**src/rtl/alu_control_sequencer.sv**
```systemverilog
// Control-step sequencer for the Datapath: fetch (T0-T2) plus execute (T3-T6)
// of register-class ALU, MUL/DIV and NOP instructions.
module alu_control_sequencer #(
  parameter logic [4:0] NOP_OP = 5'b11010,
  parameter logic [4:0] MUL_OP = 5'b01111,
  parameter logic [4:0] DIV_OP = 5'b10000
) (
  input  logic        clock,
  input  logic        clear,
  input  logic        run,
  input  logic [31:0] ir,
  output logic        PCout,
  output logic        Zlowout,
  output logic        Zhighout,
  output logic        MDRout,
  output logic        MARin,
  output logic        Zin,
  output logic        PCin,
  output logic        MDRin,
  output logic        IRin,
  output logic        Yin,
  output logic        IncPC,
  output logic        Read,
  output logic        HIin,
  output logic        LOin,
  output logic [15:0] Rout,
  output logic [15:0] Rin,
  output logic [4:0]  opcode,
  output logic        done,
  output logic        illegal
);

  typedef enum logic [2:0] {IDLE, T0, T1, T2, T3, T4, T5, T6} state_t;

  state_t     state;
  logic [4:0] op;
  logic [3:0] ra, rb, rc;
  logic       is_alu, is_muldiv;
  logic       unused_ir;

  assign op        = ir[31:27];
  assign ra        = ir[26:23];
  assign rb        = ir[22:19];
  assign rc        = ir[18:15];
  assign unused_ir = ^ir[14:0];
  assign is_alu    = (op >= 5'b00011) && (op <= 5'b01010);
  assign is_muldiv = (op == MUL_OP) || (op == DIV_OP);

  function automatic logic [15:0] dec16(input logic [3:0] n);
    dec16    = 16'h0000;
    dec16[n] = 1'b1;
  endfunction

  always_ff @(posedge clock) begin
    if (clear) state <= IDLE;
    else begin
      case (state)
        IDLE: if (run) state <= T0;
        T0:   state <= T1;
        T1:   state <= T2;
        T2:   state <= T3;
        T3: begin
          if (is_alu || is_muldiv) state <= T4;
          else if (run)            state <= T0;
          else                     state <= IDLE;
        end
        T4:   state <= T5;
        T5: begin
          if (is_muldiv) state <= T6;
          else if (run)  state <= T0;
          else           state <= IDLE;
        end
        T6: begin
          if (run) state <= T0;
          else     state <= IDLE;
        end
        default: state <= IDLE;
      endcase
    end
  end

  // Execute-step decode reads ir directly: IR is loaded at the edge ending T2,
  // so a registered decode would see the previous instruction.
  always_comb begin
    PCout = 1'b0; Zlowout = 1'b0; Zhighout = 1'b0; MDRout = 1'b0;
    MARin = 1'b0; Zin = 1'b0; PCin = 1'b0; MDRin = 1'b0; IRin = 1'b0;
    Yin = 1'b0; IncPC = 1'b0; Read = 1'b0; HIin = 1'b0; LOin = 1'b0;
    Rout = 16'h0000; Rin = 16'h0000; opcode = NOP_OP;
    done = 1'b0; illegal = 1'b0;
    case (state)
      T0: begin PCout = 1'b1; MARin = 1'b1; IncPC = 1'b1; Zin = 1'b1; end
      T1: begin Zlowout = 1'b1; PCin = 1'b1; Read = 1'b1; MDRin = 1'b1; end
      T2: begin MDRout = 1'b1; IRin = 1'b1; end
      T3: begin
        if (is_alu || is_muldiv) begin
          Rout = dec16(ra);
          Yin  = 1'b1;
        end else begin
          done    = 1'b1;
          illegal = (op != NOP_OP);
        end
      end
      T4: begin Rout = dec16(rb); Zin = 1'b1; opcode = op; end
      T5: begin
        Zlowout = 1'b1;
        if (is_muldiv) LOin = 1'b1;
        else begin
          Rin  = dec16(rc);
          done = 1'b1;
        end
      end
      T6: begin Zhighout = 1'b1; HIin = 1'b1; done = 1'b1; end
      default: ;
    endcase
  end

endmodule

```
**config.mk**
```make
export PLATFORM = sky130hd
export DESIGN_NAME = alu_control_sequencer
export DESIGN_NICKNAME = d
export VERILOG_FILES = /design/src/rtl/alu_control_sequencer.sv
export SDC_FILE = /design/constraint.sdc
export NUM_CORES = 1
export LEC_CHECK = 0
export CAP_MARGIN = 10
export CELL_PAD_IN_SITES_DETAIL_PLACEMENT = 0
export CELL_PAD_IN_SITES_GLOBAL_PLACEMENT = 1
export CORE_UTILIZATION = 19
export DETAILED_ROUTE_END_ITERATION = 7
export PLACE_DENSITY = 0.85
export SYNTH_ARGS = -nofsm -noshare
export SYNTH_HDL_FRONTEND = slang
export SYNTH_SLANG_ARGS = --single-unit
```
**constraint.sdc**
```tcl
create_clock -name clock -period 2.4 [get_ports clock]
set_input_delay 0.36 -clock clock [delete_from_list [all_inputs] [get_ports clock]]
set_output_delay 0.36 -clock clock [all_outputs]
set_load 0.02 [all_outputs]
```
==> out/results.txt, run 1 <==
Family with the most delay on the worst path: simple AND/OR/NAND/NOR gates
Worst hold path stage count: 2
Die outline area: 5110 sq um
Share of the cycle needed by the critical path after routing: 0.949
All-Layer GR Usage: 0.149
Placed cell count: 297
Area after DPL: 1820 sq um
Final global-route overflow total: 0
Worst reg-to-reg path cell count: 5
Fraction of the yosys area taken by sequential cells: 0.0655
Most Frequent Cell on Critical Path: buf_4
Number of nets in the layout: 291
DRC: 0
Library cell with the largest summed area after synthesis: nor2_1
Design area: 1860 sq um
Slew Limit Headroom: 0.800
Worst Setup Path Type: in2out
Critical-path cell with the highest stage delay: or3b_4
Critical path, cell by cell: dlygate4sd2_1 > or3b_4 > o221a_4 > nand3b_1 > buf_4 > nor2_1 > buf_4
Via/cell ratio: 4.81
Post-Synthesis Cells: 160
Kind of start point of the critical path: input pin
Root Buffer: clkbuf_8
Initial Utilization: 0.204
Flip-flop count of the largest register after layout: 3
Final worst setup slack: 0.123 ns
FP Rows: 24
CTS Sinks: 3
Final instance count without filler cells: 307
Pwr/cell area: 219 nW/um^2
Core area: 4500 sq um
Routed length per instance: 12.5 microns
Pin count of the biggest net entering global routing: 18
Crit-path max FO: 6
First-pass GRT wire length: 6.07 mm
Weighted congestion at the end of routability-driven global placement: 0.821
Critical R2R Launch: state[1]$_SDFFE_PP0P_
Stage delay of the slowest cell on the critical path: 0.43 ns
Final number of max-transition violations: 0
Most flops, register: state
Peak ir drop on the vdd network: 0.000138 V
Type of the tightest min-delay check: reg2reg
Number of endpoints with negative hold slack in the final report: 0
Total standard cell area after synthesis: 917 sq um
Arrival time at the worst endpoint: 1.92 ns
Worst hold path endpoint: state[2]$_SDFFE_PP0P_
Fill cell count: 488
Highest-count cells in the layout ignoring fill and taps: buf_4, clkdlybuf4s50_1, nor2_1, nand3_1, buf_2
Number of nets still failing antenna checks after routing: 0
DRT Pass-1 Iters: 4
Bufs and invs on worst path: 3
Fraction of post-synthesis cell area in the top cell type by area: 0.111
Warnings, synthesis: 0
Post-Synthesis Net Count: 195
Width of the chip: 71.5 microns
Setup repair after global routing missed its margin: no
Total negative slack: 0 ns
Number of inserted diodes: 0
Routed vias: 1,476
Clock latency on the worst-skew pair: 0.22 ns
Largest buffer count on any clock path: 2
Leading registers by flop count: state (3)
Worst Max-Slew Pin Slew: 0.299 ns
Number of distinct library cell variants in the gate-level netlist after synthesis: 38
Count of buffers from port buffering: 72
Post-synthesis register bit count: 3
Worst Setup End Kind: primary output
Pre-CTS setup slack: -0.545 ns
Number of antenna violations at the first check in global routing: 0
I/O pin count: 88
Post-DP HPWL: 3.00 mm
Vert. Die Dim: 71.5 microns
Via count of the first global-routing pass: 1,297
Commonest non-fill, non-tap cell in the layout: buf_4
Mean post-synth cell area: 5.73 sq um
Max Clock Freq: 439 MHz
Number of maximum-capacitance violations: 0
TritonCTS clock tree: done
Layout overhead on the synthesized area: 103%
Hold path start: state[0]$_SDFFE_PP0P_
WL final: 3.84 mm
Utilization after layout: 0.414
Worst reg-to-reg setup slack: 1.04 ns
Num CTS Buffers: 3
Skew final: 0.000178 ns
Layout cells sized above 1: 0.294
Setup violators final: 0
Post-layout minimum cycle time: 2.28 ns
LEAKAGE: 0.786 nW
DRT iter0 DRCs: 109
Outcome: complete, no violations
Worst r2r dst: state[2]$_SDFFE_PP0P_
Required time worst endpoint: 2.04 ns
Clock-pin transition on the worst setup and hold timing paths: 0.03 ns
H-tree levels: 1
Cell types occupying the most area after synthesis: nor2_1, nand3_1, o21ai_1
==> cells by family (layout without fill, tap and decap cells) <==
group,Yosys count,count (layout),synth area share
AND/OR/NAND/NOR,104,104,0.574
flip-flops,3,3,0.0655
XOR/XNOR,1,1,0.00955
adder cells (fa/ha/maj),1,1,0.0109
AO/OA/AOI/OAI,33,35,0.240
buffers and inverters,18,111,0.0996
==> layout make-up <==
cell class | instances | area (sq um) | share of cell area
clock buffer | 4 | 45.0 | 0.0242
inverter | 6 | 22.5 | 0.0121
multi-input combinational | 141 | 825 | 0.443
sequential | 3 | 60.1 | 0.0322
tap | 52 | 65.1 | 0.0349
timing repair buffer | 101 | 846 | 0.454
==> worst max-delay path by stage <==
stage,startpoint,endpoint,slack (ns),depth (start not counted)
after global routing,ir[28],Rin[11],0.06,7
after global placement,ir[28],done,-0.50,6
final,ir[28],Rin[11],0.12,7
after floorplan,ir[28],Rout[0],0.39,5
after detailed placement,ir[28],Rout[12],-0.54,6
after CTS,ir[31],LOin,0.0008,6
==> timing repair <==
item,in CTS,in global routing
buffers inserted,4,0
resized for setup,131,8
cloned,1,1
setup endpoints to repair,36,18
hold buffers,0,0
pin swaps,2,3
hold endpoints to repair,0,0
==> stage by stage <==
step / hold slack, ns / power (mW)
6_report: 0.645 / 0.408
5_1_grt: 0.654 / 0.437
4_1_cts: 0.642 / 0.411
3_5_place_dp: 0.639 / 0.247
3_3_place_gp: 0.638 / 0.246
2_1_floorplan: 0.428 / 0.149
==> where the power goes <==
part / internal [mW] / switching [mW]
Clock: 0.114 / 0.0362
Combinational: 0.0998 / 0.0990
Sequential: 0.0534 / 0.00626
==> synthesized netlist by cell type <==
library cell and n:
a311oi_2 1, maj3_1 1, a31o_1 1, o221a_2 1
nor3_2 1, a211oi_1 2, nand2b_1 4, dfxtp_1 3
nand4_1 4, or2_1 1, a32o_1 1, buf_2 1
xor2_1 1, o32a_1 2, and4_1 1, nand3b_1 5
o31a_1 1, nor3b_1 2, nand3_1 20, nor2_1 27
nand2_1 19, or2_2 2, o21ai_0 1, nor3_1 1
or3_1 2, or3b_1 1, inv_1 5, o21ba_1 1
o21a_2 1, o22ai_1 2, inv_2 1, o21ai_1 16
buf_4 6, a21oi_1 3, nor2b_1 7, clkbuf_1 5
and2_1 3, and3_1 4
==> worst reg2reg max path, cell delays in order, from the launching register on <==
cell and delay (ns):
dfxtp_1 0.48, buf_4 0.21, xor2_1 0.15, nand2_1 0.07, o31a_1 0.11, a311oi_2 0.25
==> metal layers <==
layer  track usage  vias to the layer above  routed length, microns
li1              -                      758                       -
met1         0.210                      663                    1820
met2         0.233                       51                    1790
met3        0.0352                        4                     193
met4        0.0283                        0                      37
met5             0                        -                       0
No activity file was read; power rests on OpenSTA's default activity.
==> inputs of run 2 (changes only) <==
- REMOVE_ABC_BUFFERS: not set -> 1
==> run 2 against run 1 <==
  * Combinational power up 6%
  * Global-route usage is 0.89 points higher
  * Cell area shrank 1.3%
  * Non-clock buffer count rose by 2
  * Register-to-register slack improved by 0.07 ns
  * Worst hold slack better by 0.11 ns
  * Power up 2.0%
  * Maximum frequency down 2.6%
  * Clock power about the same
  * Critical path depth is 1 lower
  * Flip-flop and latch count stayed put
==> out/results.txt, run 2 (synthesis results as in run 1) <==
Initial Utilization: 0.204 (unchanged)
Placed cell count: 302 (+1.7%)
Width of the chip: 71.5 microns (unchanged)
Setup repair after global routing missed its margin: yes
FP Rows: 24 (unchanged)
Die outline area: 5110 sq um (unchanged)
Arrival time at the worst endpoint: 1.98 ns (+0.06 ns)
Number of antenna violations at the first check in global routing: 0 (unchanged)
Post-DP HPWL: 3.10 mm (+3.2%)
Family with the most delay on the worst path: buffers and inverters
WL final: 4.03 mm (+5.2%)
Worst Max-Slew Pin Slew: 0.336 ns (+0.0370 ns)
Number of nets still failing antenna checks after routing: 0 (unchanged)
Vert. Die Dim: 71.5 microns (unchanged)
Kind of start point of the critical path: input pin
Weighted congestion at the end of routability-driven global placement: 0.916 (+12%)
Max Clock Freq: 428 MHz (-2.6%)
Count of buffers from port buffering: 72 (unchanged)
H-tree levels: 1 (unchanged)
Worst r2r dst: state[0]$_SDFFE_PP0P_
Type of the tightest min-delay check: reg2reg
Largest buffer count on any clock path: 2 (unchanged)
Worst Setup End Kind: primary output
Routed length per instance: 13.1 microns (+4.5%)
Highest-count cells in the layout ignoring fill and taps: clkdlybuf4s50_1, buf_4, nor2_1, buf_2, nand3_1
Stage delay of the slowest cell on the critical path: 0.53 ns (+0.10 ns)
Most flops, register: state
Final instance count without filler cells: 309 (+0.65%)
Number of nets in the layout: 293 (+0.69%)
Outcome: complete, no violations
Critical path, cell by cell: clkdlybuf4s50_1 > inv_1 > maj3_2 > o21a_2 > a32o_2 > buf_6
Via/cell ratio: 4.81 (about the same)
Worst Setup Path Type: in2out
Crit-path max FO: 5 (-1)
Bufs and invs on worst path: 3 (unchanged)
Required time worst endpoint: 2.04 ns (about the same)
Clock-pin transition on the worst setup and hold timing paths: 0.03 ns (about the same)
Share of the cycle needed by the critical path after routing: 0.975 (+0.0258)
Critical-path cell with the highest stage delay: clkdlybuf4s50_1
CTS Hold Bufs: 0 (unchanged)
Flip-flop count of the largest register after layout: 3 (unchanged)
First-pass GRT wire length: 6.51 mm (+7.3%)
Setup violators final: 0 (unchanged)
Utilization after layout: 0.408 (-0.00556)
Leading registers by flop count: state (3)
DRT iter0 DRCs: 66 (-39%)
DRT Pass-1 Iters: 4 (unchanged)
Pwr/cell area: 226 nW/um^2 (+3.3%)
Critical R2R Launch: state[0]$_SDFFE_PP0P_
Commonest non-fill, non-tap cell in the layout: clkdlybuf4s50_1
Via count of the first global-routing pass: 1,406 (+8.4%)
Root Buffer: clkbuf_8
Worst reg-to-reg setup slack: 1.11 ns (+0.07 ns)
Slew Limit Headroom: 0.775 (-0.0248)
Final global-route overflow total: 0 (unchanged)
Routed vias: 1,486 (+0.68%)
Skew final: 0.00171 ns (+0.00153 ns)
Num CTS Buffers: 3 (unchanged)
Number of inserted diodes: 0 (unchanged)
Number of maximum-capacitance violations: 0 (unchanged)
Worst hold path stage count: 3 (+1)
Pin count of the biggest net entering global routing: 18 (unchanged)
Final number of max-transition violations: 0 (unchanged)
TritonCTS clock tree: done
Post-layout minimum cycle time: 2.34 ns (+0.0619 ns)
Worst hold path endpoint: state[0]$_SDFFE_PP0P_
Clock latency on the worst-skew pair: 0.22 ns (about the same)
DRC: 0 (unchanged)
Layout overhead on the synthesized area: 100%
CTS Sinks: 3 (unchanged)
Fill cell count: 500 (+2.5%)
Layout cells sized above 1: 0.307 (+0.0133)
Number of endpoints with negative hold slack in the final report: 0 (unchanged)
All-Layer GR Usage: 0.158 (+0.00890)
Core area: 4500 sq um (unchanged)
LEAKAGE: 0.794 nW (+0.91%)
Worst reg-to-reg path cell count: 5 (unchanged)
Hold path start: state[2]$_SDFFE_PP0P_
Peak ir drop on the vdd network: 0.000129 V (-6.7%)
I/O pin count: 88 (unchanged)
## run 2: cell types whose count changed in the layout (fill, tap and decap cells not counted), sizes merged
| cell | previous run | this run |
|---|---|---|
| clkbuf | 4 | 10 |
| dlymetal6s2s | 4 | 1 |
| clkdlybuf4s15 | 10 | 3 |
| clkdlybuf4s50 | 31 | 32 |
| dlygate4sd2 | 4 | 9 |
## run 2: what timing repair did
action / CTS / global route
resized for setup: 120 / 14
hold endpoints to repair: 0 / 0
gates cloned: 2 / 0
pin swaps: 3 / 1
buffers inserted: 0 / 1
setup endpoints to repair: 36 / 30
## run 2: how the worst max path moves through the flow
| stage | slack [ns] | to | cells past startpoint | from |
|---|---|---|---|---|
| after floorplan | 0.34 | Rout[11] | 4 | state[2]$_SDFFE_PP0P_ |
| after global placement | -0.52 | Rout[15] | 6 | ir[27] |
| after detailed placement | -0.56 | Rout[14] | 6 | ir[28] |
| after CTS | 0.0002 | Rin[7] | 6 | ir[30] |
| after global routing | -0.003 | Rin[5] | 8 | ir[29] |
| final | 0.06 | done | 6 | ir[29] |
## run 2: through the flow
stage / hold slack, ns / setup TNS (ns) / setup WS (ns) / power, mW / instance area (sq um)
2_1_floorplan: 0.428 / 0 / 0.338 / 0.136 / 848
3_3_place_gp: 0.752 / -15.08 / -0.520 / 0.253 / 1860
3_5_place_dp: 0.749 / -16.70 / -0.557 / 0.255 / 1860
4_1_cts: 0.757 / 0 / 0.000191 / 0.418 / 1870
5_1_grt: 0.782 / -0.00302 / -0.00302 / 0.444 / 1840
6_report: 0.756 / 0 / 0.0611 / 0.416 / 1840
## run 2: power breakdown
group          switching, mW  internal, mW  total (mW)
Clock                 0.0350         0.113       0.148
Sequential           0.00473        0.0534      0.0581
Combinational          0.104         0.105       0.210
Total                  0.144         0.272       0.416
## run 2: layer usage
| layer | GRT usage | up-vias | wire [microns] |
|---|---|---|---|
| met3 | 0.0253 | 2 | 195 |
| li1 | - | 762 | - |
| met2 | 0.261 | 43 | 1980 |
| met5 | 0 | - | 0 |
| met4 | 0.0392 | 0 | 8 |
| met1 | 0.215 | 679 | 1850 |
## run 2: tightest hold or removal path, cell delays in order, from the launching register on
cell and delay [ns]:
dfxtp_1 0.35, inv_2 0.11, a31o_1 0.16, o22ai_1 0.08
## run 2: layout make-up
type,count,area [sq um],share of cell area
Clock buffer,4,45.0,0.0245
Inverter,6,22.5,0.0123
Multi-Input combinational cell,141,826,0.449
Sequential cell,3,60.1,0.0327
Tap cell,52,65.1,0.0354
Timing Repair Buffer,103,820,0.446
==> inputs of run 3 (changes only) <==
--- a/constraint.sdc
+++ b/constraint.sdc
@@ -3,2 +3,2 @@
 set_output_delay 0.36 -clock clock [all_outputs]
-set_load 0.02 [all_outputs]
+set_load 0.1 [all_outputs]
==> run 3 against run 2 <==
  * Maximum frequency is 1.3% higher
  * Cell count shrank 1.9%
  * Clock power barely moved
  * Sequential share of layout area fell by 0.85 points
  * Non-clock buffer count down 7
  * Worst setup slack better by 0.030 ns
  * Largest power group unchanged
  * Via count up 3.5%
  * Wire length grew 11%
  * Cell area rose by 35%
  * Largest cell class is now non-clock buffers
==> out/results.txt, run 3 (synthesis results as in run 1) <==
Worst reg-to-reg path cell count: 5 (unchanged)
Required time worst endpoint: 2.04 ns (about the same)
Skew final: 0.00234 ns (+0.000636 ns)
LEAKAGE: 0.950 nW (+20%)
Pin count of the biggest net entering global routing: 18 (unchanged)
Count of buffers from port buffering: 72 (unchanged)
Bufs and invs on worst path: 2 (-1)
Peak ir drop on the vdd network: 0.000133 V (+3.7%)
Number of nets still failing antenna checks after routing: 0 (unchanged)
Routed length per instance: 14.8 microns (+13%)
Timing startpoint of the critical path: ir[28]
First-pass GRT wire length: 7.29 mm (+12%)
Worst hold path stage count: 3 (unchanged)
H-tree levels: 1 (unchanged)
Type of the tightest min-delay check: reg2reg
I/O pin count: 88 (unchanged)
Outcome: complete, no violations
Stage delay of the slowest cell on the critical path: 0.42 ns (-0.11 ns)
Worst hold path endpoint: state[1]$_SDFFE_PP0P_
Max Clock Freq: 433 MHz (+1.3%)
Die outline area: 5110 sq um (unchanged)
Clock-pin transition on the worst setup and hold timing paths: 0.03 ns (about the same)
Fill cell count: 389 (-22%)
Most flops, register: state
Number of nets in the layout: 287 (-2.0%)
Total negative slack: 0 ns (unchanged)
Width of the chip: 71.5 microns (unchanged)
Root Buffer: clkbuf_8
DRC: 0 (unchanged)
Worst Setup Path Type: in2out
Critical R2R Launch: state[2]$_SDFFE_PP0P_
Design area: 2480 sq um (+35%)
Worst r2r dst: state[2]$_SDFFE_PP0P_
Critical path, cell by cell: dlygate4sd2_1 > or3b_4 > o32a_1 > o21a_4 > o21ai_2 > buf_12
Via count of the first global-routing pass: 1,514 (+7.7%)
Crit-path max FO: 6 (+1)
All-Layer GR Usage: 0.180 (+0.0223)
Via/cell ratio: 5.08 (+5.5%)
Number of maximum-capacitance violations: 0 (unchanged)
Vert. Die Dim: 71.5 microns (unchanged)
DRT Pass-1 Iters: 5 (+1)
Largest buffer count on any clock path: 2 (unchanged)
DRT iter0 DRCs: 58 (-12%)
Flip-flop count of the largest register after layout: 3 (unchanged)
Setup repair after global routing missed its margin: no
Worst reg-to-reg setup slack: 1.05 ns (-0.06 ns)
Kind of start point of the critical path: input pin
Layout overhead on the synthesized area: 171%
Number of antenna violations at the first check in global routing: 0 (unchanged)
Core area: 4500 sq um (unchanged)
Layout cells sized above 1: 0.462 (+0.155)
Weighted congestion at the end of routability-driven global placement: 0.963 (+5.1%)
Post-layout minimum cycle time: 2.31 ns (-0.0296 ns)
Share of the cycle needed by the critical path after routing: 0.962 (-0.0123)
Final number of max-transition violations: 0 (unchanged)
Initial Utilization: 0.204 (unchanged)
Clock latency on the worst-skew pair: 0.22 ns (about the same)
Final global-route overflow total: 0 (unchanged)
CTS Sinks: 3 (unchanged)
Setup violators final: 0 (unchanged)
Commonest non-fill, non-tap cell in the layout: buf_12
Number of endpoints with negative hold slack in the final report: 0 (unchanged)
Slew Limit Headroom: 0.639 (-0.136)
Num CTS Buffers: 3 (unchanged)
TritonCTS clock tree: done
WL final: 4.48 mm (+11%)
Routed vias: 1,538 (+3.5%)
Leading registers by flop count: state (3)
Number of inserted diodes: 0 (unchanged)
Worst Max-Slew Pin Slew: 0.539 ns (+0.203 ns)
Post-DP HPWL: 3.23 mm (+4.1%)
Pwr/cell area: 213 nW/um^2 (-5.7%)
Arrival time at the worst endpoint: 1.95 ns (-0.03 ns)
FP Rows: 24 (unchanged)
CTS Hold Bufs: 0 (unchanged)
Area after DPL: 2280 sq um (+23%)
Worst Setup End Kind: primary output
Highest-count cells in the layout ignoring fill and taps: buf_12, buf_4, nor2_1, nand2_1, nand3_1
Hold path start: state[1]$_SDFFE_PP0P_
Critical-path cell with the highest stage delay: or3b_4
Family with the most delay on the worst path: compound AO/OA/AOI/OAI gates
## run 3: report_power, final
group,internal (mW),switching (mW),total (mW),leakage [nW]
Sequential,0.0534,0.00407,0.0575,0.0245
Combinational,0.124,0.198,0.322,0.903
Clock,0.114,0.0370,0.151,0.0228
## run 3: worst max path at each step
stage / to / slack [ns] / depth (start not counted)
6_report: Rout[8] / 0.09 / 6
5_1_grt: LOin / 0.02 / 6
4_1_cts: done / 0.1 / 6
3_5_place_dp: Rout[8] / -0.24 / 6
3_3_place_gp: Rout[8] / -0.22 / 6
2_1_floorplan: MDRin / -2.32 / 2
## run 3: cell type report
type	instances	area (sq um)	area share
timing repair buffer	96	1380	0.556
inverter	6	22.5	0.00906
sequential	3	60.1	0.0242
multi-input combinational	142	910	0.366
tap	52	65.1	0.0262
clock buffer	4	45.0	0.0181
## run 3: metrics by stage
step	hold slack, ns	util	power [mW]	setup WS, ns	cells
2_1_floorplan	0.428	-	0.215	-2.32	148
3_3_place_gp	0.699	0.506	0.353	-0.223	294
3_5_place_dp	0.712	0.506	0.355	-0.238	294
4_1_cts	0.738	0.552	0.528	0.0986	303
5_1_grt	0.777	0.552	0.552	0.0234	303
6_report	0.741	0.552	0.530	0.0907	303
## run 3: worst min-delay path, stage by stage, from the launching register on
cell and delay (ns):
dfxtp_1 0.31, nand2b_1 0.15, nor2_1 0.08, o21ba_1 0.15
## run 3: repair_timing
item	in CTS	in global routing
gates resized for setup	38	0
endpoints found under the setup margin	35	0
setup buffers	2	0
## run 3: routing by layer
metal	GRT usage	routed length, microns	vias up
met2	0.315	2280	57
met3	0.0267	257	10
li1	-	-	756
met4	0.0588	85	0
met5	0	0	-
met1	0.227	1850	715
